==> src/rtl/ex_stage_pipe.sv <==
// Pipelined execute stage: ALU, branch/JR resolution with a registered redirect pulse,
// an iterative shift-add multiplier, and an EX/MEM holding register with valid/ready flow.
module ex_stage_pipe #(
  parameter int WIDTH = 16,
  parameter int RADDR = 3
) (
  input  logic             clk,
  input  logic             rst_n,
  input  logic             in_valid,
  output logic             in_ready,
  input  logic [3:0]       in_op,
  input  logic [WIDTH-1:0] in_a,
  input  logic [WIDTH-1:0] in_b,
  input  logic [WIDTH-1:0] in_imm,
  input  logic [WIDTH-1:0] in_pc_plus,
  input  logic [RADDR-1:0] in_dst,
  input  logic             in_wen,
  input  logic             flush,
  output logic             out_valid,
  input  logic             out_ready,
  output logic [WIDTH-1:0] out_result,
  output logic [RADDR-1:0] out_dst,
  output logic             out_wen,
  output logic             out_ovf,
  output logic             redirect_valid,
  output logic [WIDTH-1:0] redirect_pc
);
  localparam int SHW = $clog2(WIDTH);

  localparam logic [1:0] S_IDLE = 2'd0;
  localparam logic [1:0] S_BUSY = 2'd1;
  localparam logic [1:0] S_DONE = 2'd2;

  localparam logic [3:0] OP_ADD  = 4'd0;
  localparam logic [3:0] OP_SUB  = 4'd1;
  localparam logic [3:0] OP_AND  = 4'd2;
  localparam logic [3:0] OP_XOR  = 4'd3;
  localparam logic [3:0] OP_SLL  = 4'd4;
  localparam logic [3:0] OP_SRL  = 4'd5;
  localparam logic [3:0] OP_ROL  = 4'd6;
  localparam logic [3:0] OP_SEQ  = 4'd7;
  localparam logic [3:0] OP_SLT  = 4'd8;
  localparam logic [3:0] OP_MUL  = 4'd9;
  localparam logic [3:0] OP_BEQZ = 4'd10;
  localparam logic [3:0] OP_BNEZ = 4'd11;
  localparam logic [3:0] OP_BLTZ = 4'd12;
  localparam logic [3:0] OP_BGEZ = 4'd13;
  localparam logic [3:0] OP_JR   = 4'd14;

  // Two's-complement overflow from operand and result sign bits; SUB passes ~b's sign.
  function automatic logic ovf_add(input logic sa, input logic sb, input logic sr);
    return (sa == sb) && (sr != sa);
  endfunction

  logic [1:0]             state;
  logic [WIDTH-1:0]       mcand, mplier, acc;
  logic [SHW:0]           cnt;
  logic [RADDR-1:0]       mul_dst;
  logic                   mul_wen;

  logic                   accept, mul_ld;
  logic signed [WIDTH-1:0] sa, sb;
  logic [SHW-1:0]         shamt;
  logic [SHW:0]           rsh;
  logic [WIDTH-1:0]       sum, diff, res_c, tgt_c;
  logic                   ovf_c, wen_c, redir_c;

  assign in_ready = (state == S_IDLE) && !flush && (!out_valid || out_ready);
  assign accept   = in_valid && in_ready;
  assign mul_ld   = (state == S_DONE) && (!out_valid || out_ready);

  always_comb begin
    sa      = in_a;
    sb      = in_b;
    shamt   = in_b[SHW-1:0];
    rsh     = (SHW+1)'(WIDTH) - {1'b0, shamt};
    sum     = in_a + in_b;
    diff    = in_a - in_b;
    res_c   = '0;
    ovf_c   = 1'b0;
    wen_c   = in_wen;
    redir_c = 1'b0;
    tgt_c   = in_pc_plus + in_imm;
    case (in_op)
      OP_ADD: begin
        res_c = sum;
        ovf_c = ovf_add(in_a[WIDTH-1], in_b[WIDTH-1], sum[WIDTH-1]);
      end
      OP_SUB: begin
        res_c = diff;
        ovf_c = ovf_add(in_a[WIDTH-1], ~in_b[WIDTH-1], diff[WIDTH-1]);
      end
      OP_AND:  res_c = in_a & in_b;
      OP_XOR:  res_c = in_a ^ in_b;
      OP_SLL:  res_c = in_a << shamt;
      OP_SRL:  res_c = in_a >> shamt;
      // A shift of WIDTH yields zero, so rotate by 0 returns a unchanged.
      OP_ROL:  res_c = (in_a << shamt) | (in_a >> rsh);
      OP_SEQ:  res_c = {{(WIDTH-1){1'b0}}, in_a == in_b};
      OP_SLT:  res_c = {{(WIDTH-1){1'b0}}, sa < sb};
      OP_MUL:  res_c = '0;
      OP_BEQZ: begin wen_c = 1'b0; redir_c = (in_a == '0);    end
      OP_BNEZ: begin wen_c = 1'b0; redir_c = (in_a != '0);    end
      OP_BLTZ: begin wen_c = 1'b0; redir_c = in_a[WIDTH-1];   end
      OP_BGEZ: begin wen_c = 1'b0; redir_c = !in_a[WIDTH-1];  end
      OP_JR: begin
        res_c   = in_pc_plus;
        redir_c = 1'b1;
        tgt_c   = in_a + in_imm;
      end
      default: begin
        res_c = sum;
        wen_c = 1'b0;
      end
    endcase
  end

  always_ff @(posedge clk or negedge rst_n) begin
    if (!rst_n) begin
      state          <= S_IDLE;
      out_valid      <= 1'b0;
      out_result     <= '0;
      out_dst        <= '0;
      out_wen        <= 1'b0;
      out_ovf        <= 1'b0;
      redirect_valid <= 1'b0;
      redirect_pc    <= '0;
      mcand          <= '0;
      mplier         <= '0;
      acc            <= '0;
      cnt            <= '0;
      mul_dst        <= '0;
      mul_wen        <= 1'b0;
    end else if (flush) begin
      state          <= S_IDLE;
      out_valid      <= 1'b0;
      redirect_valid <= 1'b0;
    end else begin
      redirect_valid <= 1'b0;
      if (out_valid && out_ready) out_valid <= 1'b0;
      case (state)
        S_IDLE: begin
          if (accept && in_op == OP_MUL) begin
            state   <= S_BUSY;
            mcand   <= in_a;
            mplier  <= in_b;
            acc     <= '0;
            cnt     <= (SHW+1)'(WIDTH);
            mul_dst <= in_dst;
            mul_wen <= in_wen;
          end else if (accept) begin
            out_valid      <= 1'b1;
            out_result     <= res_c;
            out_dst        <= in_dst;
            out_wen        <= wen_c;
            out_ovf        <= ovf_c;
            redirect_valid <= redir_c;
            if (redir_c) redirect_pc <= tgt_c;
          end
        end
        // One shift-add step per cycle, LSB of the multiplier first.
        S_BUSY: begin
          if (mplier[0]) acc <= acc + mcand;
          mcand  <= mcand << 1;
          mplier <= mplier >> 1;
          cnt    <= cnt - (SHW+1)'(1);
          if (cnt == (SHW+1)'(1)) state <= S_DONE;
        end
        S_DONE: begin
          if (mul_ld) begin
            out_valid  <= 1'b1;
            out_result <= acc;
            out_dst    <= mul_dst;
            out_wen    <= mul_wen;
            out_ovf    <= 1'b0;
            state      <= S_IDLE;
          end
        end
        default: state <= S_IDLE;
      endcase
    end
  end
endmodule

==> config.mk <==
export PLATFORM = sky130hd
export DESIGN_NAME = ex_stage_pipe
export DESIGN_NICKNAME = d
export VERILOG_FILES = /design/src/rtl/ex_stage_pipe.sv
export SDC_FILE = /design/constraint.sdc
export NUM_CORES = 1
export LEC_CHECK = 0
export ABC_AREA = 1
export CORE_AREA = 2 2 141 156
export DETAILED_ROUTE_END_ITERATION = 8
export DIE_AREA = 0 0 143 158
export GPL_ROUTABILITY_DRIVEN = 0
export GPL_TIMING_DRIVEN = 0
export PLACE_DENSITY = 0.71
export SLEW_MARGIN = 20
export SYNTH_ARGS = -nofsm -noshare
export SYNTH_HDL_FRONTEND = slang
export SYNTH_SLANG_ARGS = --single-unit
==> constraint.sdc <==
create_clock -name clk -period 2.26 [get_ports clk]
set_input_delay 0.226 -clock clk [delete_from_list [all_inputs] [get_ports clk]]
set_output_delay 0.226 -clock clk [all_outputs]
set_load 0.02 [all_outputs]
Yosys cells after proc, flatten, opt, wreduce, memory -nomap -nowiden

Cells that the tools add are included.

Register bits after elaboration: 98
Input port bits: 77
Output and inout port bits: 40
Logic and storage cells: 132

$add $sub $neg: 7
Order comparisons: 1
Equal/unequal tests: 30
Shift-type cells: 3
Multiplexer cells: 45
Bitwise gates (word level): 6
Reductions and logical operators: 26

Operators with widths:

| operator                                            | count |
|---|---|
| one-hot mux 16 bit (10 select lines)                | 1 |
| 2-to-1 mux 16 bit                                   | 8 |
| one-hot mux 16 bit (2 select lines)                 | 4 |
| adder 16 bit                                        | 4 |
| equality test 4 bit, second input constant          | 7 |
| bitwise AND 16 bit                                  | 1 |
| equality test 16 bit                                | 1 |
| equality test 4 x 3 -> 1 bit, second input constant | 4 |
| logical NOT 16 bit                                  | 1 |
| < comparator 16 bit                                 | 1 |
| 2-to-1 mux 1 bit                                    | 16 |
| bitwise OR 16 bit                                   | 1 |
| nonzero test 16 bit                                 | 1 |
| << shifter 16 x 4 -> 16 bit                         | 1 |
| right shift 16 x 4 -> 16 bit                        | 1 |
| right shift 16 x 5 -> 16 bit                        | 1 |
| subtractor 16 bit                                   | 1 |
| bitwise XOR 16 bit                                  | 1 |
| OR reduction 11 bit                                 | 1 |
| one-hot mux 5 bit (2 select lines)                  | 1 |
| AND reduction 5 bit                                 | 2 |
| 2-to-1 mux 3 bit                                    | 3 |
| AND reduction 3 bit                                 | 3 |
| equality test 4 x 2 -> 1 bit, second input constant | 2 |
| 27 further kinds                                    | 51 |

Logic depth before layout (Yosys ltp)

Gate-level depths: netlist of run 1.

Depth in word-level cells: 8
Gate-level depth with buffers: 19

Worst setup path before layout of run 1

No wires, ideal clock.

Path type: input-to-reg
From: in in_op[0]
To: reg redirect_pc[8]
Setup time: 132 ps
Arrival: 2274 ps
Required time: 2128 ps
Slack: -146 ps
Cell stages on the path: 16
Path buffers: 1
Path through: inv_1 > nand2_2 > nor2_4 > inv_2 > clkbuf_1 > nand2_1 > o21ai_0 > ha_1 > fa_1 > nand3_1 > nand2_1 > nand3_1 > nand2_1 > a31oi_1 > xor2_1 > o21ai_0

Longest elaborated chain between the ends: 4

Ends and longest elaborated chain:

| what                                                                       | RTL line | text |
|---|---|---|
| start: declaration                                                         | 11       | `input logic [3:0] in_op,` |
| branches (longest 4 deep; another with one-hot mux 1 bit (5 select lines)) | n/a      |  |
| end signal: assignment                                                     | 158      | `if (redir_c) redirect_pc <= tgt_c;` |
| end: declaration                                                           | 26       | `output logic [WIDTH-1:0] redirect_pc` |

Parallel ways; which one is timed is not known.
A chain may end at the register's enable or synchronous reset.

Final worst setup path of run 1

From: in in_a[15]
To: reg out_result[15]

Longest elaborated chain between the ends: 6

Ends and longest elaborated chain:

| what                                                 | RTL line | text |
|---|---|---|
| start: declaration                                   | 12       | `input logic [WIDTH-1:0] in_a,` |
| branches (longest 2 deep; another with adder 16 bit) | n/a      |  |
| one-hot mux 16 bit (10 select lines) *               | 84       | `case (in_op)` |
| 2-to-1 mux 16 bit *                                  | 151      | `end else if (accept) begin` |
| 2-to-1 mux 16 bit *                                  | 143      | `if (accept && in_op == OP_MUL) begin` |
| one-hot mux 16 bit (2 select lines) *                | 141      | `case (state)` |
| end signal: assignment                               | 153      | `out_result <= res_c;` |
| end: declaration                                     | 21       | `output logic [WIDTH-1:0] out_result,` |

Every way passes the cells marked *. The select of a mux whose other input is x is not followed.

==> flow_summary.toml, run 1 <==
[power_and_ir_drop]
p_leak_nw = 6.48
power_mw = 8.05
p_per_area_nw_per_um2 = 621
ir_drop_mv = 0.426

[clock_tree]
cts_tree = "built"
cts-root-buf = "clkbuf_16"
clock_path_buffers = 2
worstSkewPairLatency_ps = 360
cts_buffers = 9
clkTransAtPathRegs_ps = 70
cts_max_level = 3
clkSinkCount = 98

[outcome]
outcome = "finished, final reports clean"

[final_layout]
areaGrowthSynthToFinish_pct = 25.2
drive_above_1_share_pct = 12.1
nets = 2017
register_area_sq_um = 2450
fillers = 2090
multi_input_area_sq_um = 7230

[worst_setup_path]
rrSetupSlack_ps = 150
cpPeakStageDelay_ps = 570
slowest_stage = "clkdlybuf4s50_1"
crit_required_ps = 2550
r2r_start = "mcand[0]"
cp.arrival_ps = 2530
start_kind = "input port"
r2r-end = "acc[10]"
path_common_cell = "nand2_1"
endpoint_kind = "flop"
reg2reg_depth = 11
critical_path.max_fanout = 8
critical_path_class = "input port to flop"
crit_chain = "clkdlybuf4s50_1 -> clkbuf_4 -> inv_2 -> nor2_4 -> inv_1 -> nor2_1 -> nand2_1 -> nor3_4 -> nor3_1 -> nand4_1 -> nand3_1 -> nand2_1"

[min_path]
holdPathStages = 3
min-delay-start = "in_b[14]"
worstHoldEndpoint = "mplier[14]"
hp-class = "input port to flop"

[place]
place_hpwl_mm = 31.9
portBuffers = 116
dpl_worst_slack_ps = -1130

[logic_synthesis]
synthesis.area_sq_um = 10400
syn_avg_cell_area_sq_um = 6.06
yosysUniqueCellTypes = 48
synth_nets = 1856
ys_warn_count = 0
syn_inst = 1709
ys_ff_latch = 98
yosysSeqAreaShare_pct = 23.7

[global_route]
grt_use_met1_pct = 43.2
grt_usage_pct = 35.3
grt_use_met2_pct = 58.1
grt_pass1_wl_mm = 61.1
antenna_found_initial = 1
use_met3_pct = 5.57
grt.busiest_layer = "met2"
grt_pass1_vias = 11454
grt_max_degree = 62
grt-ovfl-total = 0

[sta]
fmax_mhz = 448
skew_ps = 10.6
period_share_pct = 98.8
slew_headroom_pct = 52.1
tightest_slew_ps = 712
setup_viol = 0
setup-tns-final_ps = 0
rsz0062_at_grt = "yes"
final.min_clock_period_ps = 2230
setup_slack_ps = 27.9
final_max_slew_viol_count = 0
final-hold-violation-count = 0

[floorplan]
die_x_microns = 143
coreArea_sq_um = 21100
die_h_microns = 158
io_pins = 117
initial_core_util_pct = 49.1
dieArea_sq_um = 22600
placementRows = 56

[route]
dr.pass1.iters = 8
finalWirelength_mm = 40.5
vias = 12677
ant_nets = 0
first_iter_violations = 1372
avgRoutedWirePerCell_microns = 18.7
drcViolationCount = 0
via_per_inst = 5.85

[run]
drv_cap = 0
-- synth_stat cells (all sizes together) --
cell       n  area (sq um)
a211oi     1          7.51
a21boi     2          15.0
a21o       3          22.5
a21oi     99           503
a221oi     3          26.3
a22oi      1          7.51
a31oi     25           156
and2       9          56.3
buf       45           263
clkbuf    24          90.1
clkinv     2          7.51
dfrtp     98          2450
fa         4          80.1
ha        66           826
inv      188           706
nand2    560          2120
nand3    171           866
nand3b     3          22.5
nand4     31           194
nor2     151           608
nor3      15          75.1
nor3b      1          12.5
nor4       2          12.5
o2111ai    1          8.76
o211ai    29           218
o21a       2          15.0
o21ai    134           678
o21bai     3          22.5
o221ai     2          17.5
o22ai      8          50.1
o31ai      3          22.5
or2        3          18.8
xnor2      9          78.8
xor2      11          96.3
-- cell usage in the layout, fill, tap and decap left out, drive strengths merged, types with 3 or more instances in the layout --
| master | n |
|---|---|
| nand2 | 560 |
| a21o | 3 |
| nand3 | 171 |
| o211ai | 29 |
| a221oi | 3 |
| clkbuf | 39 |
| clkdlybuf4s50 | 84 |
| inv | 190 |
| o21bai | 3 |
| ha | 66 |
| nand4 | 31 |
| xnor2 | 9 |
| a31oi | 25 |
| fa | 4 |
| clkinv | 4 |
| o21ai | 134 |
| xor2 | 11 |
| nor3 | 15 |
| or2 | 3 |
| a21oi | 99 |
| and2 | 9 |
| o22ai | 8 |
| dlygate4sd2 | 11 |
| dfrtp | 98 |
| o31ai | 3 |
| nor2 | 151 |
| clkdlybuf4s15 | 3 |
| dlymetal6s2s | 6 |
| buf | 85 |
| nand3b | 3 |
-- through the flow --
step                instances  hold WS (ps)  util [%]  cell area (sq um)
floorplan                1709         -69.6         -              10400
global placement         2115           461      56.5              11900
detailed placement       2116           156      56.6              11900
CTS                      2151           349      59.8              12600
global route             2165           281      61.5              13000
finish                   2166           266      61.5              13000
-- state kept, by name (all words and copies together) (netlist names) --
signal / count
acc: 16
mcand: 16
mplier: 16
out_result: 16
redirect_pc: 16
cnt: 5
mul_dst: 3
out_dst: 3
state: 2
mul_wen: 1
out_ovf: 1
out_valid: 1
out_wen: 1
redirect_valid: 1
-- layout make-up --
cell class,instances,share of cell area [%]
Antenna cell,1,0.0193
Buffer,68,3.57
Clock buffer,11,1.95
Clock inverter,5,0.521
Inverter,190,5.65
Multi-Input combinational cell,1352,55.7
Sequential cell,98,18.9
Tap cell,290,2.80
Timing Repair Buffer,151,10.8
-- worst max-delay path: cells and delay by family --
kind	cells	cell delay, ps
buf+inv	4	1090
simple gates	8	1220
-- worst max path at each step --
stage               cells after the start     start               to  slack [ps]
floorplan                              16  in_op[0]   redirect_pc[8]         -30
global placement                        1     rst_n    out_result[5]       -2780
detailed placement                     17   in_b[3]   out_result[12]       -1130
CTS                                    17   in_b[3]    out_result[0]           3
global route                           17  in_op[0]  redirect_pc[13]        -100
finish                                 12  in_a[15]   out_result[15]          30
-- power breakdown --
group / internal, mW / leakage [nW] / total (mW) / switching, mW
Clock: 0.938 / 0.159 / 1.67 / 0.733
Combinational: 1.52 / 5.11 / 3.85 / 2.33
Sequential: 2.22 / 1.22 / 2.52 / 0.305
-- routing by layer --
layer / up-vias / wire length, microns
met2: 751 / 18500
met1: 5759 / 15300
met4: 0 / 2880
met3: 189 / 3740
li1: 5978 / -
met5: - / 0
-- logic make-up after synthesis --
| group | after synthesis | share of synthesized area [%] |
|---|---|---|
| AND/OR/NAND/NOR | 946 | 38.5 |
| AO/OA/AOI/OAI | 316 | 17.1 |
| buffers and inverters | 259 | 10.3 |
| flip-flops | 98 | 23.7 |
| adder cells (fa/ha/maj) | 70 | 8.75 |
| XOR/XNOR | 20 | 1.69 |
-- what timing repair did --
action,in CTS,in global routing
gates resized for setup,113,112
gates cloned,0,0
hold endpoints to repair,37,0
hold buffers,1,0
setup buffers,19,14
endpoints found under the setup margin,34,32
pin swaps,12,21
Power figures use the tool's default switching activity.
==> run 2, diff against run 1 <==
--- a/config.mk
+++ b/config.mk
@@ -6,6 +6,7 @@
 export NUM_CORES = 1
 export LEC_CHECK = 0
 export ABC_AREA = 1
+export ABC_CLOCK_PERIOD_IN_PS = 2260
 export CORE_AREA = 2 2 141 156
 export DETAILED_ROUTE_END_ITERATION = 8
 export DIE_AREA = 0 0 143 158
==> results of run 2 <==
No change in the layout: final DEF, timing and power equal those of run 1.
